## src/rtl/mem_port_arbiter.sv

```systemverilog
// Two-requester arbiter for a single synchronous memory port.
// Round-robin or fixed priority with starvation guard and bus lock.
module mem_port_arbiter #(
  parameter int RR_MODE      = 1,
  parameter int STARVE_LIMIT = 8
) (
  input  logic        clk_i,
  input  logic        rstn_i,
  input  logic        p0_req_i,
  input  logic        p0_lock_i,
  input  logic [3:0]  p0_wstrb_i,
  input  logic [31:0] p0_addr_i,
  input  logic [31:0] p0_wdata_i,
  output logic        p0_gnt_o,
  output logic        p0_rvalid_o,
  output logic [31:0] p0_rdata_o,
  input  logic        p1_req_i,
  input  logic        p1_lock_i,
  input  logic [3:0]  p1_wstrb_i,
  input  logic [31:0] p1_addr_i,
  input  logic [31:0] p1_wdata_i,
  output logic        p1_gnt_o,
  output logic        p1_rvalid_o,
  output logic [31:0] p1_rdata_o,
  output logic        mem_enable_o,
  output logic [3:0]  mem_wstrb_o,
  output logic [31:0] mem_addr_o,
  output logic [31:0] mem_wvalue_o,
  input  logic [31:0] mem_rvalue_i
);

  localparam logic [7:0] LIM = 8'(STARVE_LIMIT);

  logic       r_rr_last;
  logic       r_lock_vld;
  logic       r_lock_own;
  logic       r_rd_pend;
  logic       r_rd_own;
  logic [7:0] r_starve;

  logic [1:0] w_req;
  logic [1:0] w_lock;
  logic [1:0] w_gnt;
  logic       w_hold;
  logic       w_p1_first;
  logic       w_any;
  logic       w_win;
  logic       w_rd;
  logic [3:0] w_win_wstrb;

  assign w_req  = {p1_req_i, p0_req_i};
  assign w_lock = {p1_lock_i, p0_lock_i};
  assign w_hold = r_lock_vld & w_lock[r_lock_own];

  assign w_p1_first = (RR_MODE != 0) ? ~r_rr_last
                                     : (r_starve >= LIM);

  // Grant is gated by reset so every output reads 0 while held in reset.
  always_comb begin
    w_gnt = 2'b00;
    if (!rstn_i) begin
      w_gnt = 2'b00;
    end else if (w_hold) begin
      w_gnt[r_lock_own] = w_req[r_lock_own];
    end else begin
      unique case (1'b1)
        (w_req == 2'b01): w_gnt = 2'b01;
        (w_req == 2'b10): w_gnt = 2'b10;
        (w_req == 2'b11): w_gnt = w_p1_first ? 2'b10 : 2'b01;
        default:          w_gnt = 2'b00;
      endcase
    end
  end

  assign w_any       = |w_gnt;
  assign w_win       = w_gnt[1];
  assign w_win_wstrb = w_win ? p1_wstrb_i : p0_wstrb_i;
  assign w_rd        = w_any & (w_win_wstrb == 4'd0);

  assign p0_gnt_o     = w_gnt[0];
  assign p1_gnt_o     = w_gnt[1];
  assign mem_enable_o = w_any;
  assign mem_wstrb_o  = w_any ? w_win_wstrb : 4'd0;
  assign mem_addr_o   = w_gnt[1] ? p1_addr_i
                      : w_gnt[0] ? p0_addr_i : 32'd0;
  assign mem_wvalue_o = w_gnt[1] ? p1_wdata_i
                      : w_gnt[0] ? p0_wdata_i : 32'd0;

  assign p0_rvalid_o = r_rd_pend & ~r_rd_own;
  assign p1_rvalid_o = r_rd_pend & r_rd_own;
  assign p0_rdata_o  = p0_rvalid_o ? mem_rvalue_i : 32'd0;
  assign p1_rdata_o  = p1_rvalid_o ? mem_rvalue_i : 32'd0;

  always_ff @(posedge clk_i or negedge rstn_i) begin
    if (!rstn_i) begin
      r_rr_last  <= 1'b1;
      r_lock_vld <= 1'b0;
      r_lock_own <= 1'b0;
      r_rd_pend  <= 1'b0;
      r_rd_own   <= 1'b0;
      r_starve   <= 8'd0;
    end else begin
      if (w_any) r_rr_last <= w_win;
      if (w_any && w_lock[w_win]) begin
        r_lock_vld <= 1'b1;
        r_lock_own <= w_win;
      end else if (r_lock_vld && !w_hold) begin
        r_lock_vld <= 1'b0;
      end
      if (p1_req_i && !w_gnt[1]) begin
        if (r_starve != 8'hFF) r_starve <= r_starve + 8'd1;
      end else begin
        r_starve <= 8'd0;
      end
      r_rd_pend <= w_rd;
      if (w_rd) r_rd_own <= w_win;
    end
  end

endmodule

```

## config.mk

```make
export PLATFORM = sky130hd
export DESIGN_NAME = mem_port_arbiter
export DESIGN_NICKNAME = d
export VERILOG_FILES = /design/src/rtl/mem_port_arbiter.sv
export SDC_FILE = /design/constraint.sdc
export NUM_CORES = 1
export LEC_CHECK = 0
export CELL_PAD_IN_SITES_DETAIL_PLACEMENT = 1
export CELL_PAD_IN_SITES_GLOBAL_PLACEMENT = 1
export CORE_MARGIN = 4
export CORE_UTILIZATION = 10
export CTS_CLUSTER_DIAMETER = 80
export DETAILED_ROUTE_END_ITERATION = 7
export GPL_TIMING_DRIVEN = 0
export PLACE_DENSITY_LB_ADDON = 0.1
export SETUP_SLACK_MARGIN = 0.05
export SLEW_MARGIN = 40
export SYNTH_ARGS = -nofsm -noshare
export SYNTH_HDL_FRONTEND = slang
export SYNTH_SLANG_ARGS = --single-unit
```

## constraint.sdc

```tcl
create_clock -name clk_i -period 2.3 [get_ports clk_i]
set_input_delay 0.46 -clock clk_i [delete_from_list [all_inputs] [get_ports clk_i]]
set_output_delay 0.46 -clock clk_i [all_outputs]
set_load 0.005 [all_outputs]
```

# ---- Yosys cells after proc, flatten, opt, wreduce, memory -nomap -nowiden
# Index checks and enable logic that the tools add are counted.
# W data, S select, Z words.
dict set report word_totals {
  elab_cells 46
  inputBits 174
  out_inout_bits 137
  register_bits 5
}
dict set report op_classes {
  muxes 22
  eq_ne 3
  reduce_logical 7
  n_lt_le_gt_ge 3
  bitwise_logic 6
}
# operator count
set ops {}
lappend ops {{$mux W32} 6}
lappend ops {{$mux W1} 9}
lappend ops {{$mux W4} 2}
lappend ops {{$mux W2} 3}
lappend ops {{$pmux W2 S3} 1}
lappend ops {{$and A1 B1 Y1} 4}
lappend ops {{$eq A2 B2 Y1 const B} 2}
lappend ops {{$logic_not A4 Y1} 1}
lappend ops {{$lt A1 B2 Y1 const B} 2}
lappend ops {{$logic_and A1 B1 Y1} 3}
lappend ops {{$and A2 B2 Y2} 1}
lappend ops {{$eq A2 B1 Y1 const B} 1}
lappend ops {{$reduce_bool A2 Y1} 1}
lappend ops {{$reduce_or A2 Y1} 1}
lappend ops {{$demux W1 S1} 1}
lappend ops {{$ge A1 B1 Y1 const B} 1}
lappend ops {{$logic_not A1 Y1} 1}
lappend ops {{$not A1 Y1} 1}

# ---- Longest topological paths before layout
dict set report depth {
  ltp_word 11
  mapped_depth 7
  ltp_nobuf 5
}

# ---- Worst setup path before layout
# OpenSTA, ideal clock, no wires.
dict set report synth_path {
  path_kind {in2out}
  from {input p1_req_i}
  to {output mem_addr_o[10]}
  required_time_ns 1.840
  t_arrival_ns 1.433
  cell_stages 7
  path_buffers 2
  path_slack_ns 0.407
  cell_sequence {nor2b_1 -> a21oi_1 -> nand2_1 -> inv_2 -> buf_2 -> buf_2 -> a22o_1}
}
dict set report synth_between {
  elab_chain_len 7
  elab_cells_between_ends 11
  classes_between {3 x eq/ne; 7 x mux; 1 x bitwise}
}
# item line
set synth_rtl {}
lappend synth_rtl {{from (decl)} 17} ;# input logic p1_req_i,
lappend synth_rtl {{$mux W1 (not written as such) (2 in a row)} 64} ;# w_gnt[r_lock_own] = w_req[r_lock_own];
lappend synth_rtl {{$and A2 B2 Y2 (no source line)} n/a}
lappend synth_rtl {{$mux W2 (*)} 63} ;# end else if (w_hold) begin
lappend synth_rtl {{$mux W2 (*)} 61} ;# if (!rstn_i) begin
lappend synth_rtl {{$mux W32} 85} ;# : w_gnt[0] ? p0_addr_i : 32'd0;
lappend synth_rtl {{$mux W32 (*)} 84} ;# assign mem_addr_o = w_gnt[1] ? p1_addr_i
lappend synth_rtl {{to (decl)} 27} ;# output logic [31:0] mem_addr_o,
# Every way passes the cells marked *; elsewhere a longest branch is shown, timed or not. The select of a mux whose other input is x is not followed.

# ---- Final worst setup path
dict set report layout_path {
  from {register r_lock_vld}
  to {output mem_addr_o[18]}
}
dict set report layout_between {
  elab_chain_len 5
}
# item line
set layout_rtl {}
lappend layout_rtl {{from (decl)} 35} ;# logic r_lock_vld;
lappend layout_rtl {{from (signal assigned)} 97} ;# r_lock_vld <= 1'b0;
lappend layout_rtl {{from (signal assigned)} 105} ;# r_lock_vld <= 1'b1;
lappend layout_rtl {{from (signal assigned)} 108} ;# r_lock_vld <= 1'b0;
lappend layout_rtl {{$and A1 B1 Y1 (*)} 53} ;# assign w_hold = r_lock_vld & w_lock[r_lock_own];
lappend layout_rtl {{$mux W2 (*)} 63}
lappend layout_rtl {{$mux W2 (*)} 61}
lappend layout_rtl {{$mux W32} 85}
lappend layout_rtl {{$mux W32 (*)} 84}
# Every way passes the cells marked *; elsewhere a longest branch is shown, timed or not.

==> impl_metrics.json <==
{
  "start_kind": "flop",
  "slew_violations": 0,
  "cts_root_buf": "clkbuf_16",
  "seqCellArea_sq_um": 131.4,
  "rr_endpoint": "r_rr_last",
  "p_leak_nw": 2.560,
  "multi_input_area_sq_mm": 0.001295,
  "drive_gt1_share_pct": 30.43,
  "reg2reg_slack_ps": 210,
  "cell_internal_pwr_mw": 1.222,
  "layout_common_cells": "234 x clkdlybuf4s50_1, 64 x a22o_1, 60 x buf_2",
  "overflow": 0,
  "ys_ff_latch": 5,
  "worstSetupPathType": "reg -> out",
  "first_pass_iters": 4,
  "yosys.area.top_type": "a22o_1",
  "wl_per_cell_um": 20.14,
  "final_common_cell": "clkdlybuf4s50_1",
  "path_max_fanout": 6,
  "placed_cell_area_sq_mm": 0.004845,
  "die_h_um": 130.9,
  "hp-class": "in -> async",
  "grt_max_degree": 11,
  "syn_area_per_cell_sq_um": 7.520,
  "synth_cell_types": 28,
  "hold_slack_ps": 69.33,
  "reg2reg_from": "r_rr_last",
  "p_switching_mw": 0.5747,
  "async_flop_share_pct": 100.0,
  "instances_no_fill": 759,
  "drtAntennaViolNets": 0,
  "power_frac_clock_pct": 16.1,
  "layout.nets": 750,
  "synth_mux_area_share_pct": 2.649,
  "outcome": "complete, but fails checks",
  "dp.cells": 695,
  "grt_pass1_vias": 3427,
  "coreArea_sq_mm": 0.01464,
  "power_frac_comb_pct": 75.9,
  "die-area_sq_mm": 0.01715,
  "drcViolationCount": 0,
  "rows": 44,
  "cp.arrival_ps": 1970,
  "fillCellCount": 1721,
  "synth-edff-count": 0,
  "syn_nets": 375,
  "diodes": 0,
  "required_ps": 1840,
  "synth_flop_cell": "dfrtp_1",
  "finClkSkew_ps": 5.425,
  "gp_congestion": 0.7796,
  "vias": 3171,
  "fin_crit_sh_pct": 105.5,
  "synth_compound_area_share_pct": 43.87,
  "ys_seq_area_share_pct": 8.361,
  "ctsHtreeMaxLevel": 1,
  "synth-xor-area-share_pct": 0,
  "violations": "setup timing",
  "hold_viol": 0,
  "r2r_cells": 12,
  "yosys-top-cells-area": "a22o_1 38%, and2_1 15%, and3_1 13%",
  "yosys_warnings": 0,
  "utilization_pct": 37.13,
  "die_w_um": 130.9,
  "worst_slack_ps": -125.9,
  "clock_path_buffers": 2,
  "power_mw": 1.797,
  "ios": 311,
  "cts.sinks": 5,
  "synth_top_area_share_pct": 37.67,
  "cts_buffers": 3,
  "tightest_slew_ps": 306.2,
  "initial_core_util_pct": 10.32,
  "synthAdderAreaFrac_pct": 0,
  "grt_pass1_wl_um": 20690,
  "drv_cap": 0,
  "clk_latency_ps": 230,
  "grtUsageTotal_pct": 15.85,
  "yosys.area_share.simple_pct": 34.77,
  "rsz0062_at_grt": "true",
  "syn_to_final_growth_pct": 259.8,
  "p_sw_share_pct": 31.98,
  "setup_viol": 35,
  "cp-end-kind": "primary output",
  "p_seq_share_pct": 8.0,
  "clk_pin_slew_worst_paths_ps": 40,
  "peakVddDrop_v": 0.0001564,
  "io_buffers": 310,
  "drt-total-wl_um": 15290,
  "place_hpwl_um": 12710,
  "design_area_sq_mm": 0.005438,
  "power_density_mw_per_mm2": 330.5,
  "syn_area_sq_mm": 0.001511,
  "fin_setup_tns_ps": -2270,
  "pre_cts_ws_ps": -1190,
  "initialDrtViolationCount": 83,
  "period_minus_slack_ps": 2426,
  "synth_top_family_by_area": "compound AO/OA/AOI/OAI gates",
  "via_per_inst": 4.178,
  "synth_cells": 201,
  "cts_tree": "built",
  "max_freq_ghz": 0.4122,
  "cts_hold_buf": 0,
  "antenna_found_initial": 0,
  "relSlewSlack_pct": 79.40
}
[critical path: stages, from the launching register on]
cell and delay (ps):
dfrtp_2 430, and3b_2 250, a211oi_4 250, buf_6 170, buf_12 120, buf_8 120
buf_6 100, a22o_1 160, buf_2 120
[synth_stat cells, types with 2 or more instances]
master and n:
a21oi_1 3, clkbuf_1 10, inv_1 3, and2_1 36
buf_2 8, nor2b_1 4, nor2_1 5, and3_1 32
nand2_1 4, buf_6 5, dfrtp_1 4, o21a_1 3
nand3_1 2, a22o_1 65, mux2i_1 4
[registers in the layout (all words and copies together) (netlist names)]
register and count:
r_lock_own 1, r_lock_vld 1, r_rd_own 1, r_rd_pend 1
r_rr_last 1
[kinds of logic (layout without fill, tap and decap cells)]
logic type,Yosys count,in the layout
flops,5,5
buf+inv,28,402
mux,4,4
compound gates,77,77
simple gates,87,87
[power by group through the flow]
stage,Sequential [mW],Clock [mW],Combinational (mW)
floorplan,0.136,0,0.354
global placement,0.143,0,1.10
global route,0.146,0.301,1.47
detailed placement,0.146,0,1.11
finish,0.143,0.290,1.36
CTS,0.140,0.297,1.33
[routing by layer]
layer	up-vias	wire length, um	global-route usage, %
met5	-	0	0
met4	0	203	3.025
met3	12	1163	3.902
met2	156	8423	30.50
met1	1482	5499	17.56
li1	1521	-	-
[worst max path at each step]
stage               start              end  cells after the start
2_1_floorplan    p1_req_i   mem_addr_o[10]                      7
4_1_cts        r_lock_vld   mem_addr_o[17]                      8
3_3_place_gp       rstn_i  mem_wvalue_o[6]                      9
5_1_grt        r_lock_vld   mem_addr_o[18]                      8
3_5_place_dp       rstn_i    mem_addr_o[3]                      9
6_report       r_lock_vld   mem_addr_o[18]                      8
[final cells by class]
class	count	area share [%]
clock buffers	4	1.450
repair buffers	374	63.67
flip-flops and latches	5	2.416
multi-input cells	168	23.81
well taps	184	4.234
inverters	4	0.3221
plain buffers	20	4.096
[repair_timing]
action                     4_1_cts  5_1_grt
setup endpoints to repair      111      121
pin swaps                       32       30
gates cloned                     5        1
resized for setup              345       54
setup buffers                   47       18
No activity file was read; power rests on OpenSTA's default activity.
